File: config.mk
export PLATFORM = sky130hd
export DESIGN_NAME = sequenciador_acordes_flat
export DESIGN_NICKNAME = d
export VERILOG_FILES = /design/src/rtl/sequenciador_acordes_if.sv /design/src/rtl/sequenciador_acordes.sv /design/src/flat_wrapper.sv
export SDC_FILE = /design/constraint.sdc
export NUM_CORES = 1
export LEC_CHECK = 0
export CAP_MARGIN = 20
export CORE_MARGIN = 1
export CORE_UTILIZATION = 45
export DETAILED_ROUTE_END_ITERATION = 16
export PLACE_DENSITY = 0.66
export SETUP_SLACK_MARGIN = 0.2
export SLEW_MARGIN = 20
export SYNTH_ARGS = -nofsm -noshare
export SYNTH_HDL_FRONTEND = slang
export SYNTH_SLANG_ARGS = --single-unit
export TNS_END_PERCENT = 20
File: constraint.sdc
create_clock -name clk -period 2.2 [get_ports clk]
set_input_delay 0.44 -clock clk [delete_from_list [all_inputs] [get_ports clk]]
set_output_delay 0.44 -clock clk [all_outputs]
set_load 0.1 [all_outputs]
File: src/rtl/sequenciador_acordes_if.sv
// sequenciador_acordes_if: bus between the chord sequencer and the chord identifier
//   id_reset  active-high reset into the identifier
//   id_ok     note-accept pulse
//   id_nota   note presented with id_ok
//   id_fim    identifier finished
//   id_tipo   identified chord type
interface sequenciador_acordes_if;
  logic       id_reset;
  logic       id_ok;
  logic [3:0] id_nota;
  logic       id_fim;
  logic [1:0] id_tipo;
  modport master (output id_reset, id_ok, id_nota, input id_fim, id_tipo);
  modport slave (input id_reset, id_ok, id_nota, output id_fim, id_tipo);
endinterface

File: src/rtl/sequenciador_acordes.sv
// sequenciador_acordes: buffers up to MAX_NOTAS notes and feeds them, null-padded, to the chord identifier
//   clk, reset (async, active low)
//   nota_in/grava/limpar/iniciar  note-entry front end
//   contagem/ocupado/pronto/resultado/erro_timeout  status and captured chord type
//   id  identifier bus (master side)
module sequenciador_acordes #(
  parameter int MAX_NOTAS = 4,
  parameter int GAP       = 2,
  parameter int TIMEOUT   = 16,
  parameter int CLR_CYC   = 2
) (
  input  logic                    clk,
  input  logic                    reset,
  input  logic [3:0]              nota_in,
  input  logic                    grava,
  input  logic                    limpar,
  input  logic                    iniciar,
  output logic [2:0]              contagem,
  output logic                    ocupado,
  output logic                    pronto,
  output logic [1:0]              resultado,
  output logic                    erro_timeout,
  sequenciador_acordes_if.master  id
);
  typedef enum logic [2:0] {OCIOSO, LIMPA, APRESENTA, PULSO, ESPERA, AGUARDA, CONCLUI} estado_t;
  estado_t    estado;
  logic [3:0] notas [MAX_NOTAS];
  logic [2:0] idx;
  logic [7:0] cnt;
  logic [3:0] nota_sel;
  // note for the next pulse: buffered note while idx < contagem, null pad afterwards
  always_comb begin
    nota_sel = '0;
    for (int i = 0; i < MAX_NOTAS; i++)
      if (3'(i) == idx && idx < contagem) nota_sel = notas[i];
  end
  always_ff @(posedge clk or negedge reset)
    if (!reset) begin
      estado       <= OCIOSO;
      contagem     <= '0;
      ocupado      <= 1'b0;
      pronto       <= 1'b0;
      resultado    <= '0;
      erro_timeout <= 1'b0;
      idx          <= '0;
      cnt          <= '0;
      id.id_reset  <= 1'b1;
      id.id_ok     <= 1'b0;
      id.id_nota   <= '0;
      for (int i = 0; i < MAX_NOTAS; i++) notas[i] <= '0;
    end else begin
      case (estado)
        OCIOSO: begin
          id.id_reset <= 1'b0;
          id.id_ok    <= 1'b0;
          if (limpar) contagem <= '0;
          else if (grava && contagem < 3'(MAX_NOTAS)) begin
            for (int i = 0; i < MAX_NOTAS; i++)
              if (3'(i) == contagem) notas[i] <= nota_in;
            contagem <= contagem + 3'd1;
          end
          // the note stored in this same cycle is already part of the run
          if (iniciar) begin
            pronto       <= 1'b0;
            erro_timeout <= 1'b0;
            resultado    <= '0;
            ocupado      <= 1'b1;
            idx          <= '0;
            cnt          <= '0;
            id.id_reset  <= 1'b1;
            estado       <= LIMPA;
          end
        end
        LIMPA:
          if (cnt == 8'(CLR_CYC - 1)) begin
            id.id_reset <= 1'b0;
            id.id_nota  <= nota_sel;
            estado      <= APRESENTA;
          end else cnt <= cnt + 8'd1;
        APRESENTA: begin
          id.id_ok <= 1'b1;
          estado   <= PULSO;
        end
        PULSO: begin
          id.id_ok <= 1'b0;
          idx      <= idx + 3'd1;
          cnt      <= '0;
          estado   <= ESPERA;
        end
        ESPERA:
          if (cnt == 8'(GAP - 1)) begin
            cnt <= '0;
            if (id.id_fim) begin
              resultado <= id.id_tipo;
              estado    <= CONCLUI;
            end else if (idx < 3'(MAX_NOTAS + 1)) begin
              id.id_nota <= nota_sel;
              estado     <= APRESENTA;
            end else estado <= AGUARDA;
          end else cnt <= cnt + 8'd1;
        AGUARDA:
          if (id.id_fim) begin
            resultado <= id.id_tipo;
            estado    <= CONCLUI;
          end else if (cnt == 8'(TIMEOUT - 1)) begin
            erro_timeout <= 1'b1;
            resultado    <= '0;
            estado       <= CONCLUI;
          end else cnt <= cnt + 8'd1;
        CONCLUI: begin
          pronto   <= 1'b1;
          ocupado  <= 1'b0;
          contagem <= '0;
          estado   <= OCIOSO;
        end
        default: estado <= OCIOSO;
      endcase
    end
endmodule

File: src/flat_wrapper.sv
// flat-port wrapper written by rule: the top's interface ports become plain ports
module sequenciador_acordes_flat 
#(
  parameter int MAX_NOTAS = 4,
  parameter int GAP       = 2,
  parameter int TIMEOUT   = 16,
  parameter int CLR_CYC   = 2
)
  (clk, reset, nota_in, grava, limpar, iniciar, contagem, ocupado, pronto, resultado, erro_timeout, id_id_reset, id_id_ok, id_id_nota, id_id_fim, id_id_tipo);
  sequenciador_acordes_if id_i ();
  input  logic clk;
  input  logic reset;
  input  logic [3:0] nota_in;
  input  logic grava;
  input  logic limpar;
  input  logic iniciar;
  output logic [2:0] contagem;
  output logic ocupado;
  output logic pronto;
  output logic [1:0] resultado;
  output logic erro_timeout;
  output wire logic [$bits(id_i.id_reset)-1:0] id_id_reset;
  output wire logic [$bits(id_i.id_ok)-1:0] id_id_ok;
  output wire logic [$bits(id_i.id_nota)-1:0] id_id_nota;
  input wire logic [$bits(id_i.id_fim)-1:0] id_id_fim;
  input wire logic [$bits(id_i.id_tipo)-1:0] id_id_tipo;
  assign id_id_reset = id_i.id_reset;
  assign id_id_ok = id_i.id_ok;
  assign id_id_nota = id_i.id_nota;
  assign id_i.id_fim = id_id_fim;
  assign id_i.id_tipo = id_id_tipo;
  sequenciador_acordes #(.MAX_NOTAS(MAX_NOTAS), .GAP(GAP), .TIMEOUT(TIMEOUT), .CLR_CYC(CLR_CYC)) u_core (.clk(clk), .reset(reset), .nota_in(nota_in), .grava(grava), .limpar(limpar), .iniciar(iniciar), .contagem(contagem), .ocupado(ocupado), .pronto(pronto), .resultado(resultado), .erro_timeout(erro_timeout), .id(id_i));
endmodule
# --- After elaboration in Yosys (flattened, before gate mapping) ---
# Cells that the tools add are included.
totals:
  register_bits: 44
  latch_bits: 0
  ramBits: 0
  rom_bits: 0
  input_bits: 12
  n_memories: 0
classes:
  add_sub_neg: 3
  n_mul: 0
  div: 0
  n_lt_le_gt_ge: 3
  eq_ne: 26
  shifts: 0
  muxes: 45
  n_bitwise: 1
  reduce_logical: 30
ops:
  columns: ["cell", "count"]
  rows:
  - ["$mux 8", 5]
  - ["$pmux 8 s5", 1]
  - ["$mux 4", 8]
  - ["$mux 3", 10]
  - ["$reduce_and 4->1", 6]
  - ["$pmux 3 s6", 1]
  - ["$reduce_and 5->1", 3]
  - ["$eq 2x3->1 const A", 4]
  - ["$ne 2x2->1 const B", 6]
  - ["$pmux 3 s2", 2]
  - ["$reduce_bool 2->1", 6]
  - ["$mux 2", 5]
  - ["$pmux 1 s2", 5]
  - ["$eq 3x3->1 const B", 3]
  - ["$logic_not 3->1", 3]
  - ["$add 8x1->8 const B", 1]
  - ["$eq 8x1->1 const B", 1]
  - ["$eq 8x4->1 const B", 1]
  - ["$ne 2x1->1 const B", 4]
  - ["$pmux 4 s2", 1]
  - ["$reduce_and 2->1", 4]
  - ["$add 3x1->3 const B", 2]
  - ["$eq 1x3->1 const A", 2]
  - ["$eq 3x2->1 const B", 2]
  - ["11 further kinds", 22]

# --- Logic depth before layout (Yosys ltp) ---
# Gate-level depths: netlist (run 1).
depth:
  depth_word: 10
  mapped_depth: 6
  mapped_depth_nobuf: 6

# --- Worst setup path before layout (run 1) ---
# OpenSTA, ideal clock, no wires.
synth_path:
  path_type: "register -> register"
  start: "register u_core.contagem[1]"
  end: "register u_core.id.id_nota[0]"
  setup_time_ns: 0.070
  t_arrival_ns: 2.056
  setup_slack_ns: 0.074
  path_stages_with_launch: 6
  path_buffers: 0
  cell_sequence: "dfrtp_1 > inv_1 > ha_1 > a21o_1 > a221oi_1 > mux2_1"
synth_between:
  elab_chain_cells: 10
  word_cells_on_any_way: 14
  cone_classes: "order compare: 1; mux: 9; reduce/logical: 4"
synth_lines:
  columns: ["element", "line_no", "rtl"]
  rows:
  - ["start, declared", "sequenciador_acordes.sv:18", "output logic [2:0] contagem,"]
  - ["start signal, assigned", "sequenciador_acordes.sv:60", "contagem <= contagem + 3'd1;"]
  - ["$lt 3x3->1 *", "sequenciador_acordes.sv:35", "if (3'(i) == idx && idx < contagem) nota_sel = notas[i];"]
  - ["$logic_and 1x1->1", "sequenciador_acordes.sv:35", null]
  - ["$mux 4 (3 in series)", "sequenciador_acordes.sv:35", null]
  - ["$mux 4 *", "sequenciador_acordes.sv:35", null]
  - ["$mux 4", "sequenciador_acordes.sv:96", "end else if (idx < 3'(MAX_NOTAS + 1)) begin"]
  - ["$mux 4", "sequenciador_acordes.sv:93", "if (id.id_fim) begin"]
  - ["$mux 4", "sequenciador_acordes.sv:91", "if (cnt == 8'(GAP - 1)) begin"]
  - ["$pmux 4 s2 *", "sequenciador_acordes.sv:52", "case (estado)"]
  - ["end signal, assigned", "sequenciador_acordes.sv:77", "id.id_nota <= nota_sel;"]
  - ["end signal, assigned", "sequenciador_acordes.sv:97", "id.id_nota <= nota_sel;"]
  - ["end, declared", "sequenciador_acordes_if.sv:13", "modport master (output id_reset, id_ok, id_nota, input id_fim, id_tipo);"]
# Every way passes the cells marked *; elsewhere a longest branch is shown, timed or not. The select of a mux whose other input is x is not followed.
# A chain may end at the register's enable or synchronous reset.

# --- Worst setup path in the final report (run 1) ---
layout_path:
  start: "register u_core.idx[0]"
  end: "register u_core.id.id_nota[3]"
layout_between:
  elab_chain_cells: 10
  word_cells_on_any_way: 21
  cone_classes: "order compare: 2; eq/ne: 4; mux: 9; reduce/logical: 6"
layout_lines:
  columns: ["element", "line_no", "rtl"]
  rows:
  - ["start, declared", "sequenciador_acordes.sv:28", "logic [2:0] idx;"]
  - ["start signal, assigned", "sequenciador_acordes.sv:86", "idx <= idx + 3'd1;"]
  - ["$lt 3x3->1 or $logic_not 3->1 (tied branches)", "sequenciador_acordes.sv:35", null]
  - ["$logic_and 1x1->1", "sequenciador_acordes.sv:35", null]
  - ["$mux 4 (4 in series)", "sequenciador_acordes.sv:35", null]
  - ["$mux 4", "sequenciador_acordes.sv:96", null]
  - ["$mux 4", "sequenciador_acordes.sv:93", null]
  - ["$mux 4", "sequenciador_acordes.sv:91", null]
  - ["$pmux 4 s2", "sequenciador_acordes.sv:52", null]
# Parallel ways exist; a longest one is shown, timed or not. The select of a mux whose other input is x is not followed.

==> flow_summary.ini, run 1 <==
[status]
status = completed

[detailed_routing]
routed_wl_mm = 5.61
vias = 2004
drt_iter0_drc = 73
wire_per_inst_microns = 15.6
first_pass_iters = 4
drcViolationCount = 0
antenna_left = 0
viasPerCell = 5.57

[worst_setup_path]
r2r_cells = 6
worstPathRequired_ns = 2.45
critPathLaunchType = register
path_class = reg2reg
r2r-end = u_core.id.id_nota[3]
reg2reg_slack_ns = 0.27
timing.rr.start = u_core.idx[0]
endpoint_kind = register
arrival_ns = 2.17
crit_fanout = 5

[synth]
async_reset_ff_share_pct = 100
ys_top_cells_by_area = dfrtp_1 42%, mux2_2 7.0%, ha_1 6.8%, a21oi_1 3.5%, o21ai_0 3.3%
netlist.area_leader.share_pct = 42.1
synthesis.nets = 278
synth-edff-count = 0
synthTopCellsByCount = 43 x dfrtp_1, 21 x nand2_1, 18 x a21oi_1, 17 x inv_1, 17 x o21ai_0
synth.cell_area_sq_um = 2560
syn_area_per_cell_sq_um = 10.1
synth_area_leader_cell = dfrtp_1
synth_seq_cells = 44
synth_flop_cell = dfrtp_1
synth_seq_area_share_pct = 43.1
synth_cell_types = 52
yosysWarnings = 0
yosysMostFrequentCell = dfrtp_1
netlist_instances = 252

[sta]
slew_headroom_pct = 65.7
worst_pin_slew_ns = 0.515
fin_skew_ns = 0.0118
tns_ns = 0
period_share_pct = 87.5
rsz0062_at_grt = true
min_period_ns = 1.93
fmax_ghz = 0.519
finalMaxSlewViolations = 0
setup_viol = 0
layout_setup_ws_ns = 0.274
finalHoldViolCount = 0

[clock_tree]
cts_tree = yes
cts_buffer_depth = 2
cts-hold-fix-buffers = 0
cts.clk_slew.worst_paths_ns = 0.09
cts.sinks = 44
clock_latency_ns = 0.31
cts_setup_buffers = 0
cts-root-buf = clkbuf_8
cts_buffers = 5
h-tree-depth = 2

[floorplanning]
start_util_pct = 46.4
io_pins = 26
die_height_microns = 77.4
coreArea_sq_um = 5510
dieWidth_microns = 77.4
rows = 27
fp.dieArea_sq_um = 5990

[layout]
antennaDiodeCount = 0
seq_area_sq_um = 1100
n_fill_cell = 497
layout.nets = 313
multi_input_area_sq_um = 1370
drive_gt1_share_pct = 24.7
synthToLayoutAreaGrowth_pct = 20.0

[pwr]
peakVddDrop_mv = 0.771
p_leak_nw = 1.39
cellPowerDensity_nw_per_um2 = 1530

[grt]
grt_pass1_vias = 2006
met1_usage_pct = 25.2
grt_pass1_wl_mm = 9.49
grtUsageMet3_pct = 3.41
use_met2_pct = 34.9
grt_max_degree = 25
gr-max-usage-layer = met2
antenna_found_initial = 0
overflow = 0
gr-usage-all-layers_pct = 20.1

[placed_design]
dp_hpwl_mm = 4.10
post-place-ws_ns = 0.207
place_congestion = 0.891
portBuffers = 25

[run]
cap_violations = 0

[hold_path]
min_path_type = in2async
[cell usage in the layout (no fill, tap or decap), types with 2 or more instances in the layout]
| master | count |
|---|---|
| nand2_1 | 21 |
| nand3b_1 | 5 |
| ha_1 | 14 |
| mux2_2 | 16 |
| o22ai_1 | 4 |
| nor3_1 | 2 |
| a211o_1 | 4 |
| o211ai_1 | 8 |
| mux2i_1 | 3 |
| clkbuf_8 | 6 |
| a221oi_1 | 2 |
| a21o_1 | 2 |
| inv_1 | 17 |
| nor2b_1 | 9 |
| nand2b_1 | 4 |
| a21oi_1 | 18 |
| o311ai_2 | 2 |
| a221oi_2 | 2 |
| mux2_1 | 4 |
| dfrtp_1 | 42 |
| and3_1 | 2 |
| or2_2 | 3 |
| o21ai_0 | 17 |
| clkdlybuf4s50_1 | 10 |
| nor2_1 | 9 |
| nand3_1 | 4 |
| buf_4 | 26 |
[cell families after synthesis]
family / synth area share [%]
buf+inv: 4.16
fa+ha+maj: 6.85
compound gates: 19.6
simple gates: 16.3
flops: 43.1
mux: 9.98
[routing by layer]
| layer | part of all wire, % | wire length, microns |
|---|---|---|
| met2 | 50 | 2800 |
| met5 | 0 | 0 |
| met4 | 1.2 | 70 |
| met3 | 2.5 | 141 |
| met1 | 46 | 2600 |
[metrics by stage]
step | instance area [sq um] | hold slack [ns] | power, W | std cells | util, %
CTS | 3050 | 0.106 | 0.00465 | 360 | 55.4
global placement | 2930 | 0.438 | 0.00394 | 352 | 53.1
global route | 3070 | 0.130 | 0.00501 | 360 | 55.7
finish | 3070 | 0.0834 | 0.00469 | 360 | 55.7
floorplan | 2560 | 0.144 | 0.00327 | 252 | -
detailed placement | 2930 | 0.445 | 0.00396 | 352 | 53.1
[state kept, by name (all words and copies together), names as in the netlist]
register and flops:
u_core.resultado 2, u_core.pronto 1, u_core.id.id_reset 1, u_core.estado 3, u_core.cnt 8, u_core.contagem 3, u_core.ocupado 1, u_core.notas 16
u_core.id.id_ok 1, u_core.erro_timeout 1, u_core.idx 3, u_core.id.id_nota 4
[how the worst max path moves through the flow]
stage | from | end | cells after the start
floorplan | u_core.contagem[2] | u_core.notas[0] | 5
global placement | id_id_fim | u_core.cnt[3] | 5
detailed placement | id_id_fim | u_core.cnt[3] | 5
CTS | u_core.cnt[1] | u_core.id.id_nota[3] | 6
global route | u_core.idx[0] | u_core.id.id_nota[1] | 6
finish | u_core.idx[0] | u_core.id.id_nota[3] | 6
[power breakdown]
group	internal (W)	total [W]	switching, W
registers	0.00108	0.00133	0.000247
logic	0.00101	0.00269	0.00168
clock network	0.000372	0.000673	0.000301
[final cells by class]
type	instances	area share (%)
timing repair buffer	38	10.4
clock buffer	6	2.69
sequential	44	36.0
clock inverter	2	1.26
inverter	17	2.08
multi-input combinational	181	44.6
tap	72	2.94
[critical path, cell delays in order, from the launching register on]
cell and delay, ns:
dfrtp_1 0.39, ha_1 0.23, ha_1 0.24, or2_2 0.33, a211o_1 0.25, a221oi_1 0.25
mux2_1 0.18
[repair_timing]
action / 4_1_cts / 5_1_grt
resized for setup: 0 / 4
setup endpoints to repair: 0 / 13
endpoints found under the hold margin: 0 / 0
Power figures use the tool's default switching activity.
==> run 2, diff against run 1 <==
- CORE_UTILIZATION: 45 -> 35
- PLACE_DENSITY: 0.66 -> unset
==> flow_summary.ini, run 2 (synthesis gave the netlist of run 1 again) <==
[status]
status = completed

[layout]
fin_area_sq_um = 3070
synthToLayoutAreaGrowth_pct = 20.1
drive_gt1_share_pct = 24.7
regMostFlops = u_core.notas
layout.nets = 313
reg_top3 = u_core.notas: 16 flops, u_core.cnt: 8 flops, u_core.id.id_nota: 4 flops
layout_common_cells = 42 x dfrtp_1, 26 x buf_4, 21 x nand2_1
stdcell_count = 384
layout_commonest_cell = dfrtp_1
antennaDiodeCount = 0
n_fill_cell = 667
largest_reg_flops = 16

[clock_tree]
cts_tree = yes
ctsResizeCount = 0
cts.clk_slew.worst_paths_ns = 0.08
cts-hold-fix-buffers = 0
cts_buffers = 5
h-tree-depth = 2
cts-root-buf = clkbuf_8
clock_latency_ns = 0.30
cts_buffer_depth = 2
cts_setup_buffers = 0
cts.sinks = 44

[floorplanning]
fp.dieArea_sq_um = 7650
io_pins = 26
coreArea_sq_um = 6940
start_util_pct = 36.8
dieWidth_microns = 87.5
rows = 30
die_height_microns = 87.5

[sta]
fin_skew_ns = 0.00411
setup_viol = 0
min_period_ns = 1.94
slew_headroom_pct = 62.3
worst_pin_slew_ns = 0.565
rsz0062_at_grt = false
fmax_ghz = 0.515
tns_ns = 0
finalHoldViolCount = 0
finalMaxSlewViolations = 0
period_share_pct = 88.3
holdWs_ns = 0.123
layout_setup_ws_ns = 0.257

[detailed_routing]
wire_per_inst_microns = 14.6
first_pass_iters = 4
antenna_left = 0
routed_wl_mm = 5.62
vias = 2044
drcViolationCount = 0
viasPerCell = 5.32
drt_iter0_drc = 68

[worst_setup_path]
cpMostUsedCell = ha_1
critPathTopFamily = compound AO/OA/AOI/OAI gates
crit_chain = ha_1 > ha_1 > or2_2 > a211o_1 > a221oi_1 > mux2_1
critPathLaunchType = register
path_class = reg2reg
reg2reg_slack_ns = 0.26
critical_path.startpoint = u_core.idx[0]
arrival_ns = 2.19
cpMaxStageDelayCell = dfrtp_1
timing.rr.start = u_core.idx[0]
crit_path_max_incr_delay_ns = 0.40
worstPathRequired_ns = 2.45
crit_fanout = 5
endpoint_kind = register
critPathBufInv = 0

[run]
cap_violations = 0

[grt]
gr-usage-all-layers_pct = 16.4
grt_pass1_vias = 2052
overflow = 0
antenna_found_initial = 0
grt_pass1_wl_mm = 9.64
grt_max_degree = 24

[placed_design]
placed_cell_area_sq_um = 2960
place_congestion = 0.830
portBuffers = 25
dp_hpwl_mm = 4.19
dp.cells = 376
post-place-ws_ns = 0.180

[pwr]
pwr-share-comb_pct = 59.6
internal_power_w = 0.00235
sw_frac_of_total_pct = 48.2
peakVddDrop_mv = 0.822
p_leak_nw = 1.38
p_seq_share_pct = 28.7
p_clk_share_pct = 11.7
p_sw_w = 0.00219
cellPowerDensity_nw_per_um2 = 1480

[hold_path]
min_path_type = in2async
==> run 2: cell types whose count changed in the layout (fill, tap and decap cells not counted), sizes merged <==
cell and delta:
bufinv -1, clkinv +1
==> run 2: cell type report <==
class                      instances  area, sq um  share of cell area (%)
clock buffer                       6         82.6                    2.69
clock inverter                     2         10.0                   0.326
inverter                          17         63.8                    2.08
multi-input combinational        181         1370                    44.6
sequential                        44         1100                    35.9
tap                               96          120                    3.91
timing repair buffer              38          320                    10.4
==> run 2: worst reg2reg max path, cell delays in order (launching register included) <==
cell	delay, ns
dfrtp_1	0.40
ha_1	0.20
ha_1	0.24
or2_2	0.34
a211o_1	0.25
a221oi_1	0.28
mux2_1	0.17
==> run 2: final timing paths <==
kind | to | cells past startpoint
setup / recovery | u_core.id.id_nota[1] | 6
hold / removal | u_core.cnt[7] | 1
setup reg to reg | u_core.id.id_nota[1] | 6
hold reg to reg | u_core.id.id_reset | 2
max in group asynchronous | u_core.contagem[1] | 2
min in group clk | u_core.id.id_reset | 2
==> run 2: power groups by stage <==
stage / sequential (W) / clock [W] / combinational (W)
floorplan: 0.00184 / 0 / 0.00143
global placement: 0.00131 / 0 / 0.00264
detailed placement: 0.00131 / 0 / 0.00266
CTS: 0.00130 / 0.000551 / 0.00267
global route: 0.00134 / 0.000587 / 0.00293
finish: 0.00130 / 0.000528 / 0.00270
==> run 2: per-stage QoR <==
step	power (W)	util, %
6_report	0.00453	44.2
5_1_grt	0.00486	44.2
4_1_cts	0.00452	43.9
3_5_place_dp	0.00397	42.6
3_3_place_gp	0.00395	42.6
2_1_floorplan	0.00327	-
==> run 2: metal layers <==
metal	GRT usage [%]	share of wire [%]	vias up
li1	-	-	983
met1	20.3	46	997
met2	27.8	48	54
met3	3.51	3.9	10
met4	6.11	1.5	0
met5	0	0	-
==> run 3, diff against run 2 <==
- CORE_MARGIN: 1 -> unset
==> results of run 3 <==
The final DEF is identical to that of run 2; final timing and power are the same.
